<file path="src/rtl/cpu7_exu_ecl_ldscb.sv">
// ----------------------------------------------------------------------------
// cpu7_exu_ecl_ldscb
//
// Long-latency writeback scoreboard and E-stage stall controller.
//
// Loads and divides write their result to the register file several cycles
// after they leave M. Their values never appear on the M/W bypass legs. This
// block records the destination register of every such op from allocation
// (M stage) until completion (RF write in W). It holds the E-stage instruction
// while any of its sources (RAW) or its destination (WAW) matches a pending
// destination. The hold is released only in the cycle after the RF write, so
// the consumer reads the value through the RF leg of the rs mux.
//
// Ports
//   clk        core clock, all state on the rising edge
//   resetn     asynchronous active-low reset
//   alloc_vld  M stage issues a long-latency op writing alloc_rd
//   alloc_rd   destination register of the allocating op
//   alloc_rdy  a free entry exists (combinational from state)
//   alloc_tag  entry taken by an allocation this cycle
//   cmpl_vld   long-latency result written to the RF this cycle
//   cmpl_tag   entry being completed
//   ex_vld     valid instruction in E
//   rs1_e      E-stage source 1
//   rs2_e      E-stage source 2
//   rd_e       E-stage destination
//   wen_e      E-stage instruction writes rd_e
//   stall_e    hold E and upstream stages (combinational)
//   pend_cnt   number of valid entries (registered)
//   cmpl_err   one-cycle registered pulse on a protocol violation
//
// Handshake: an allocation is accepted on a cycle where alloc_vld and
// alloc_rdy are both high. alloc_rdy depends only on registered state, never
// on alloc_vld. alloc_vld while alloc_rdy is low is a protocol error: it is
// dropped and flagged on cmpl_err. Completion has no ready signal. It must
// name a valid entry, or it is dropped and flagged the same way.
// ----------------------------------------------------------------------------
module cpu7_exu_ecl_ldscb #(
    parameter int NUM_ENT = 4,
    parameter int TAG_W   = 2,
    parameter int CNT_W   = 3
) (
    input  logic             clk,
    input  logic             resetn,
    input  logic             alloc_vld,
    input  logic [4:0]       alloc_rd,
    output logic             alloc_rdy,
    output logic [TAG_W-1:0] alloc_tag,
    input  logic             cmpl_vld,
    input  logic [TAG_W-1:0] cmpl_tag,
    input  logic             ex_vld,
    input  logic [4:0]       rs1_e,
    input  logic [4:0]       rs2_e,
    input  logic [4:0]       rd_e,
    input  logic             wen_e,
    output logic             stall_e,
    output logic [CNT_W-1:0] pend_cnt,
    output logic             cmpl_err
);

    // ------------------------------------------------------------------
    // Entry state
    // ------------------------------------------------------------------
    logic [NUM_ENT-1:0] ent_vld;
    logic [4:0]         ent_rd [NUM_ENT];

    logic alloc_fire;
    logic cmpl_hit;
    logic err_nxt;
    logic any_hazard;

    // ------------------------------------------------------------------
    // Hazard of the E-stage instruction against one pending destination.
    // x0 is hardwired to zero, so a zero source or destination never matches.
    // This also covers an allocation whose destination is x0.
    // ------------------------------------------------------------------
    function automatic logic rd_hazard(
        input logic [4:0] rd,
        input logic [4:0] rs1,
        input logic [4:0] rs2,
        input logic [4:0] rde,
        input logic       wen
    );
        logic raw1;
        logic raw2;
        logic waw;
        raw1 = (rs1 != 5'd0) && (rs1 == rd);
        raw2 = (rs2 != 5'd0) && (rs2 == rd);
        waw  = wen && (rde != 5'd0) && (rde == rd);
        return raw1 || raw2 || waw;
    endfunction

    // ------------------------------------------------------------------
    // Free-entry selection: the lowest-index invalid entry. An entry being
    // completed this cycle is still valid, so it is not offered until the
    // next cycle.
    // ------------------------------------------------------------------
    always_comb begin
        logic found;
        alloc_tag = '0;
        found     = 1'b0;
        for (int i = 0; i < NUM_ENT; i++) begin
            if (!ent_vld[i] && !found) begin
                alloc_tag = TAG_W'(i);
                found     = 1'b1;
            end
        end
    end

    assign alloc_rdy  = ~(&ent_vld);
    assign alloc_fire = alloc_vld & alloc_rdy;
    assign cmpl_hit   = cmpl_vld & ent_vld[cmpl_tag];
    assign err_nxt    = (alloc_vld & ~alloc_rdy) | (cmpl_vld & ~ent_vld[cmpl_tag]);

    // ------------------------------------------------------------------
    // Stall generation.
    // A completing entry still counts in its completion cycle: the result is
    // only in the RF from the next cycle, and there is no W forwarding.
    // The allocation in flight this cycle is checked too. Its M-stage result
    // does not exist yet, so the M bypass leg must not be used for it.
    // ------------------------------------------------------------------
    always_comb begin
        any_hazard = 1'b0;
        for (int i = 0; i < NUM_ENT; i++) begin
            if (ent_vld[i] && rd_hazard(ent_rd[i], rs1_e, rs2_e, rd_e, wen_e)) begin
                any_hazard = 1'b1;
            end
        end
        if (alloc_fire && rd_hazard(alloc_rd, rs1_e, rs2_e, rd_e, wen_e)) begin
            any_hazard = 1'b1;
        end
    end

    assign stall_e = ex_vld & any_hazard;

    // ------------------------------------------------------------------
    // State update. A hit completion targets a valid entry, and an allocation
    // targets an invalid one. They never address the same entry in one cycle.
    // ------------------------------------------------------------------
    always_ff @(posedge clk or negedge resetn) begin
        if (!resetn) begin
            ent_vld  <= '0;
            for (int i = 0; i < NUM_ENT; i++) begin
                ent_rd[i] <= 5'd0;
            end
            pend_cnt <= '0;
            cmpl_err <= 1'b0;
        end else begin
            if (cmpl_hit) begin
                ent_vld[cmpl_tag] <= 1'b0;
            end
            if (alloc_fire) begin
                ent_vld[alloc_tag] <= 1'b1;
                ent_rd[alloc_tag]  <= alloc_rd;
            end
            case ({alloc_fire, cmpl_hit})
                2'b10:   pend_cnt <= pend_cnt + CNT_W'(1);
                2'b01:   pend_cnt <= pend_cnt - CNT_W'(1);
                default: pend_cnt <= pend_cnt;
            endcase
            cmpl_err <= err_nxt;
        end
    end

endmodule

</file>
<file path="config.mk">
export PLATFORM = sky130hd
export DESIGN_NAME = cpu7_exu_ecl_ldscb
export DESIGN_NICKNAME = d
export VERILOG_FILES = /design/src/rtl/cpu7_exu_ecl_ldscb.sv
export SDC_FILE = /design/constraint.sdc
export NUM_CORES = 1
export LEC_CHECK = 0
export ABC_AREA = 0
export BUFFER_PORTS_ARGS = -buffer_cell sky130_fd_sc_hd__buf_2
export CORE_UTILIZATION = 45
export CTS_CLUSTER_DIAMETER = 200
export DETAILED_ROUTE_END_ITERATION = 12
export PLACE_DENSITY = 0.66
export SLEW_MARGIN = 20
export SYNTH_ARGS = -nofsm -noshare
export SYNTH_HDL_FRONTEND = slang
export SYNTH_SLANG_ARGS = --single-unit
</file>
<file path="constraint.sdc">
create_clock -name clk -period 2.4 [get_ports clk]
set_input_delay 0.24 -clock clk [delete_from_list [all_inputs] [get_ports clk]]
set_output_delay 0.24 -clock clk [all_outputs]
set_load 0.005 [all_outputs]
</file>
* Word level (Yosys, flattened, before mapping)
Cells that the tools add are included. W data, S select, Z words.
Storage, ports and cells: register bits 28, logic and storage cells 114, output and inout port bits 8, bits of input ports 28
Operators by class: $add $sub $neg 2, reductions and logical operators 47, bitwise gates (word level) 12, mux-type cells 23, equal/unequal tests 17, magnitude comparators 6
Operators by type and width (number):
- $eq A5 B5 Y1 | 15
- $logic_and A1 B1 Y1 | 27
- $bwmux W20 | 1
- $reduce_bool A5 Y1 | 3
- $mux W1 | 12
- $demux W5 S2 | 1
- $logic_or A1 B1 Y1 | 10
- $mux W4 | 2
- $lt A2 B3 Y1 const B | 2
- $pmux W3 S2 | 1
- $and A1 B1 Y1 | 5
- $logic_not A1 Y1 | 5
- $mux W5 | 1
- $and A4 B4 Y4 | 1
- $demux W1 S2 | 2
- $ge A2 B1 Y1 const B | 2
- $mux W2 | 2
- $not A4 Y4 | 1
- $or A4 B4 Y4 | 1
- $reduce_and A4 Y1 | 1
- $add A3 B1 Y3 const B | 1
- $ge A3 B3 Y1 const B | 1
- $lt A3 B1 Y1 const B | 1
- $not A2 Y3 | 1
- other kinds (7) | 8

* Depth between registers and ports, before layout
Gate-level depths: netlist (run 1).
word-level depth 15, mapped depth 9, gate-level depth less buffers 8

* Least setup slack after synthesis (run 1)
Ideal clock, no wire load.
path type register to register, start point reg ent_vld[0], end point reg pend_cnt[2], buffers on the path 1, slack 375 ps, clock period less this slack 2025 ps, library setup time 125 ps, data required time 2275 ps, cell stages (with the launch flop) 10, arrival time 1900 ps, path through dfrtp_1 clkbuf_1 mux4_2 and2_1 ha_1 inv_1 fa_1 xor2_1 nor2_1 xor2_1
On the way: longest elaborated chain between the ends 5, elaborated cells on any way between the ends 10, those cells by class eq/ne: 2; mux: 3; bitwise: 3; reduce/logical: 2
RTL lines:
- start: declaration | RTL line 64 | logic [NUM_ENT-1:0] ent_vld;
- start signal: assignment | RTL line 142 | ent_vld <= '0;
- start signal: indexed assignment | RTL line 150 | ent_vld[cmpl_tag] <= 1'b0;
- start signal: indexed assignment | RTL line 153 | ent_vld[alloc_tag] <= 1'b1;
- $bmux W1 S2 or $reduce_and A4 Y1 (tied branches) | RTL line 112, 110
- $mux W1 (not written as such) or $not A1 Y1 (tied branches) | RTL line 112, 110
- $and A1 B1 Y1, on equally long branches | RTL line 112, 111
- $eq A2 B1 Y1 or $eq A2 B2 Y1 (tied branches) | RTL line 156 | case ({alloc_fire, cmpl_hit})
- $pmux W3 S2 or $reduce_bool A2 Y1 (tied branches)
- end signal: assignment | RTL line 157 | 2'b10: pend_cnt <= pend_cnt + CNT_W'(1);
- end signal: assignment | RTL line 158 | 2'b01: pend_cnt <= pend_cnt - CNT_W'(1);
- end signal: assignment | RTL line 159 | default: pend_cnt <= pend_cnt;
- end: declaration | RTL line 57 | output logic [CNT_W-1:0] pend_cnt,
Several ways; a longest one is shown, not always the timed one. The select of a mux whose other input is x is not followed. A chain may end at the register's enable or synchronous reset.

* Worst setup path after layout (run 1)
start point reg ent_rd[18] (netlist name), end point out stall_e
On the way: longest elaborated chain between the ends 11, elaborated cells on any way between the ends 15, those cells by class eq/ne: 3; mux: 5; bitwise: 1; reduce/logical: 6
RTL lines:
- start: declaration | RTL line 65 | logic [4:0] ent_rd [NUM_ENT];
- start signal: indexed assignment | RTL line 154 | ent_rd[alloc_tag] <= alloc_rd;
- $eq A5 B5 Y1, on equally long branches | RTL line 87, 88
- $logic_and A1 B1 Y1, on equally long branches | RTL line 87, 88
- $logic_or A1 B1 Y1 | RTL line 90 | return raw1 || raw2 || waw;
- $logic_or A1 B1 Y1 * | RTL line 90
- $logic_and A1 B1 Y1 * | RTL line 125 | if (ent_vld[i] && rd_hazard(ent_rd[i], rs1_e, rs2_e, rd_e, wen_e)) begin
- $mux W1 * (4 in a row) | RTL line 125
- $mux W1 * | RTL line 129 | if (alloc_fire && rd_hazard(alloc_rd, rs1_e, rs2_e, rd_e, wen_e)) begin
- $and A1 B1 Y1 * | RTL line 134 | assign stall_e = ex_vld & any_hazard;
- end: declaration | RTL line 56 | output logic stall_e,
Every way passes the cells marked *; elsewhere a longest branch is shown, timed or not.

==> reports/results.ini, run 1 <==
[sta]
fmax_mhz=455
hold_violations=0
clock_skew_ps=4.82
slew_headroom_pct=57.7
slew_viol_final=0
timing.hold.ws_ps=250
worstMarginPinSlew_ps=632
finalSetupViolations=0
tns_ps=0
finalCriticalPeriod_ps=2200
fin_crit_sh_pct=91.6
grt_setup_unrepaired=no

[placement]
portBuffers=35
place.gp.congestion=0.971
dp_hpwl_um=4140
place_area_um2=2390

[detailed_routing]
drt_wl_total_um=5240
via_per_inst=5.34
final_antenna_net_count=0
wl_per_cell_um=16.6
drt-initial-drc-count=128
drc=5
dr.pass1.iters=8
num_vias=1681

[worst_setup_path]
path_max_fanout=4
critPathLaunchType=flip-flop
required_ps=2160
timing.rr.start=ent_vld[0]
endpoint=stall_e
crit_path_top_delay_cell=dfrtp_1
crit_type=reg -> out
arrival_ps=1960
end_kind=output pin
rrSetupSlack_ps=300
max_stage_delay_ps=450
crit_chain=xnor2_1 -> nand3_1 -> nor4_1 -> o31ai_2 -> o211ai_1 -> o21a_1 -> buf_2
setup.worst_path.start=ent_rd[18]
reg2reg_depth=8
r2r_end=pend_cnt[2]

[logic_synthesis]
synth.top_cell.area_share_pct=31.7
synth_seq_cells=28
synthCells=226
ys_types=37
ys.flop_type=dfrtp_1
synth_warnings=0
synth.most_common_cell=xnor2_1
ys_seq_area_share_pct=31.7
synthTopCellsByArea=dfrtp_1 (32%), xnor2_1 (18%), xor2_1 (13%)
synth_edf_count=0
syn_area_per_cell_um2=9.79
syn_area_um2=2210
synth_commonest_cells=xnor2_1 (46), xor2_1 (32), dfrtp_1 (28)
async_flop_share_pct=100
synth_nets=256
yosysTopAreaCell=dfrtp_1

[pwr]
swShare_pct=38.4
peakVddDrop_v=0.000420
p_clk_share_pct=15.2
p_int_mw=1.53
power_density_nw_per_um2=1000
p_leak_nw=1.01
seqPwrFrac_pct=40.7
combPwrFrac_pct=44.1
p_switching_uw=953

[grt]
antenna_found_initial=0
grt_overflow=0
grt_max_degree=29
grt_usage_pct=21.8
grt_pass1_wl_um=8610
grt_pass1_vias=1666

[layout]
drive_above_1_share_pct=28.2
diodes=0
fin_area_um2=2470
multi_input_area_um2=1390
seqCellArea_um2=701
fillers=453
final_nets=279
area_growth_pct=11.8

[cts]
clk_pin_slew_ps=100
cts_buffer_depth=2
insertion_delay_ps=270
post_cts_buffers=0
cts_tree=done
numClockSinks=28
cts_root_buffer=clkbuf_8
cts_buffers=3
htree_num_levels=1

[outcome]
status=finished, violations left
violations=design-rule violations

[die]
initial_utilization_pct=46.9
die_x_um=72.1
io_pins=36
rows=25
coreArea_um2=4720
die-area_um2=5200
die_h_um=72.1

[min_path]
hold_class=in -> reg

[flow_run]
cap_violations=0

flip-flops by register name, indices dropped and copies added, names as in the netlist:
name      count
ent_rd       20
ent_vld       4
pend_cnt      3
cmpl_err      1
placed cells by master, fill, tap and decap left out, types with 2 or more instances in the layout:
cell / synthesis / final
nand2_1: 7 / 7
mux2_2: 20 / 20
a21oi_1: 2 / 2
buf_4: 1 / 4
nor2_1: 4 / 4
o31ai_1: 3 / 3
inv_1: 5 / 5
clkbuf_8: 0 / 3
or4_1: 2 / 2
xor2_1: 32 / 32
nor2_2: 2 / 2
xnor2_1: 46 / 46
dfrtp_1: 28 / 28
nand3_1: 17 / 17
nor4_1: 15 / 15
nand3b_1: 2 / 2
buf_2: 6 / 35
nor3_1: 2 / 2
metrics by stage:
step	util (%)	worst slack [ps]	power (mW)	cells
3_3_place_gp	50.7	265	2.09	310
4_1_cts	52.4	229	2.49	315
5_1_grt	52.4	134	2.67	315
6_report	52.4	201	2.48	315
3_5_place_dp	50.7	237	2.11	310
2_1_floorplan	-	375	1.79	226
critical path, delay by kind of cell (launching register included):
kind,cells,cell delay [ps]
xor+xnor,1,210
flops,1,450
simple gates,2,540
buf+inv,1,100
compound gates,3,390
cells by family (layout without fill, tap and decap cells):
| kind of cell | count (synthesis) | in the layout | share of synthesized area [%] |
|---|---|---|---|
| muxes | 22 | 22 | 11.6 |
| AOI/OAI and AO/OA | 13 | 13 | 4.64 |
| DFF | 28 | 28 | 31.7 |
| and+or+nand+nor | 56 | 56 | 14.0 |
| buffers and inverters | 27 | 49 | 5.77 |
| xor gates and xnor gates | 78 | 78 | 30.9 |
| adders and majority gates | 2 | 2 | 1.47 |
power by group through the flow:
stage | combinational, mW | clock, mW | sequential [mW]
global route | 1.21 | 0.407 | 1.05
global placement | 1.08 | 0 | 1.02
finish | 1.09 | 0.376 | 1.01
detailed placement | 1.09 | 0 | 1.02
floorplan | 0.857 | 0 | 0.935
CTS | 1.09 | 0.386 | 1.01
area by class of cell:
cell class | count | share of cell area [%]
Clock buffer | 3 | 1.67
Inverter | 5 | 0.758
Clock inverter | 1 | 1.21
Timing Repair Buffer | 40 | 8.70
Sequential cell | 28 | 28.3
Tap cell | 67 | 3.39
Multi-Input combinational cell | 171 | 56.0
worst min-delay path by stage:
stage	startpoint	end	slack (ps)	depth (start not counted)
after global placement	resetn	pend_cnt[2]	300	1
after CTS	alloc_vld	ent_vld[0]	240	3
after detailed placement	resetn	pend_cnt[2]	300	1
after global routing	cmpl_vld	cmpl_err	250	3
final	alloc_vld	ent_vld[0]	250	3
after floorplan	resetn	cmpl_err	-60	0
routing by layer:
metal  vias to the layer above  part of all wire (%)  wire length, µm  track usage (%)
met5                         -                     0                0                0
met4                         0                  0.69               36             5.45
met3                         4                   5.3              276             4.03
met2                        56                    45             2380             32.8
met1                       809                    49             2550             32.4
li1                        812                     -                -                -
what timing repair did:
action	in CTS	in global routing
resized for setup	0	0
hold endpoints to repair	16	0
hold buffers	1	0
No activity file was read; power rests on OpenSTA's default activity.
==> run 2: changes to the inputs <==
Settings changed: CORE_MARGIN from default to 10.
==> run 2 against run 1 <==
Compared with the run above: clock skew decreased by 1.9 ps; clock-buffer cell count unchanged; global-route usage decreased by 7.5 points; routed wire length increased by 9.5%; utilization decreased by 0.19 points; the run now ends clean; largest cell class unchanged; worst setup slack improved by 6.2 ps; critical path type is now in -> out; largest power group unchanged; final cell count increased by 0.32%.
==> reports/results.ini, run 2 (synthesis gave the netlist of run 1 again) <==
[sta]
clock_skew_ps=2.94
fmax_mhz=456
fin_crit_sh_pct=91.4
slew_viol_final=0
tns_ps=0
worstMarginPinSlew_ps=645
finalCriticalPeriod_ps=2190
slew_headroom_pct=57.0
finalSetupViolations=0
hold_violations=0
grt_setup_unrepaired=no
timing.hold.ws_ps=248

[cts]
clk_pin_slew_ps=100
insertion_delay_ps=280
numClockSinks=28
htree_num_levels=1
cts_buffer_depth=2
post_cts_buffers=0
cts_root_buffer=clkbuf_8
cts_buffers=3
cts_tree=done
hold_buffers=1
cts_resized=0

[pwr]
p_leak_nw=1.02
peakVddDrop_v=0.000439
power_density_nw_per_um2=1010

[worst_setup_path]
arrival_ps=1950
required_ps=2160
crit_chain=buf_2 -> or4_4 -> o21ai_4 -> nor4_1 -> o31ai_2 -> o211ai_1 -> o21a_1 -> buf_2
path_max_fanout=6
setup.worst_path.start=rd_e[1]
rrSetupSlack_ps=250
crit_path_frequent_cell=buf_2
reg2reg_depth=8
end_kind=output pin
critPathLaunchType=primary input
max_stage_delay_ps=550
crit_type=in -> out
timing.rr.start=ent_vld[0]
crit_path_top_delay_cell=or4_4
r2r_end=pend_cnt[2]

[grt]
grt_overflow=0
grt_pass1_vias=1712
antenna_found_initial=0
grt_max_degree=29
grt_pass1_wl_um=9390
grt_usage_pct=14.3

[detailed_routing]
via_per_inst=5.29
drc=0
dr.pass1.iters=4
num_vias=1672
drt-initial-drc-count=98
wl_per_cell_um=18.2
final_antenna_net_count=0
drt_wl_total_um=5740

[die]
rows=25
die_x_um=90.1
io_pins=36
die_h_um=90.1
coreArea_um2=4750
die-area_um2=8120
initial_utilization_pct=46.6

[min_path]
holdPathEnd=ent_vld[0]
hold_class=in -> reg
hold_path_depth=3
min_from=alloc_vld

[flow_run]
cap_violations=0

[layout]
final_util_pct=52.2
area_growth_pct=12.2
fillers=460
top_register=ent_rd
largestRegisters=ent_rd: 20 flops, ent_vld: 4 flops, pend_cnt: 3 flops
final_cell_count_no_fill=316
final_nets=280
diodes=0
fin_area_um2=2480
final_common_cell=xnor2_1
largest_reg_flops=20
layout_common_cells=xnor2_1 (46), buf_2 (35), xor2_1 (32)
drive_above_1_share_pct=28.5

[placement]
place_area_um2=2400
dp_hpwl_um=4570
portBuffers=35
place_inst=311
place.gp.congestion=0.991

[outcome]
status=finished, final reports clean

==> run 2: cell count changes in the layout (fill, tap and decap cells not counted), sizes merged <==
cell and change:
buf +1
==> run 2: critical path, delay by kind of cell <==
family	cells	cell delay [ps]
AND/OR/NAND/NOR	2	650
AO/OA/AOI/OAI	4	790
buffers and inverters	2	270
==> run 2: final cells by class <==
class,instances,area (µm²),area share [%]
Multi-Input combinational cell,171,1390,55.8
Sequential cell,28,701,28.2
Inverter,5,18.8,0.756
Clock buffer,3,41.3,1.66
Clock inverter,1,30.0,1.21
Timing Repair Buffer,41,223,8.97
Tap cell,67,83.8,3.38
==> run 2: power by group <==
part,switching [mW],internal (mW)
logic,0.484,0.624
clock network,0.158,0.224
registers,0.322,0.684
==> run 2: worst max path at each step <==
stage                  end  slack, ps  cells after the start
4_1_cts            stall_e        230                      8
3_3_place_gp       stall_e        240                      8
3_5_place_dp       stall_e        230                      8
5_1_grt            stall_e         80                      8
2_1_floorplan  pend_cnt[2]        370                      9
6_report           stall_e        210                      8
==> run 2: metal layers <==
layer	wire, µm	GRT usage [%]
met1	2640	18.6
met2	2780	23.7
met3	196	1.75
met4	121	5.44
met5	0	0
==> run 2: per-stage QoR <==
stage	worst slack, ps	total power [mW]
finish	207	2.50
CTS	228	2.51
floorplan	375	1.79
global route	80.0	2.68
global placement	238	2.10
detailed placement	232	2.12
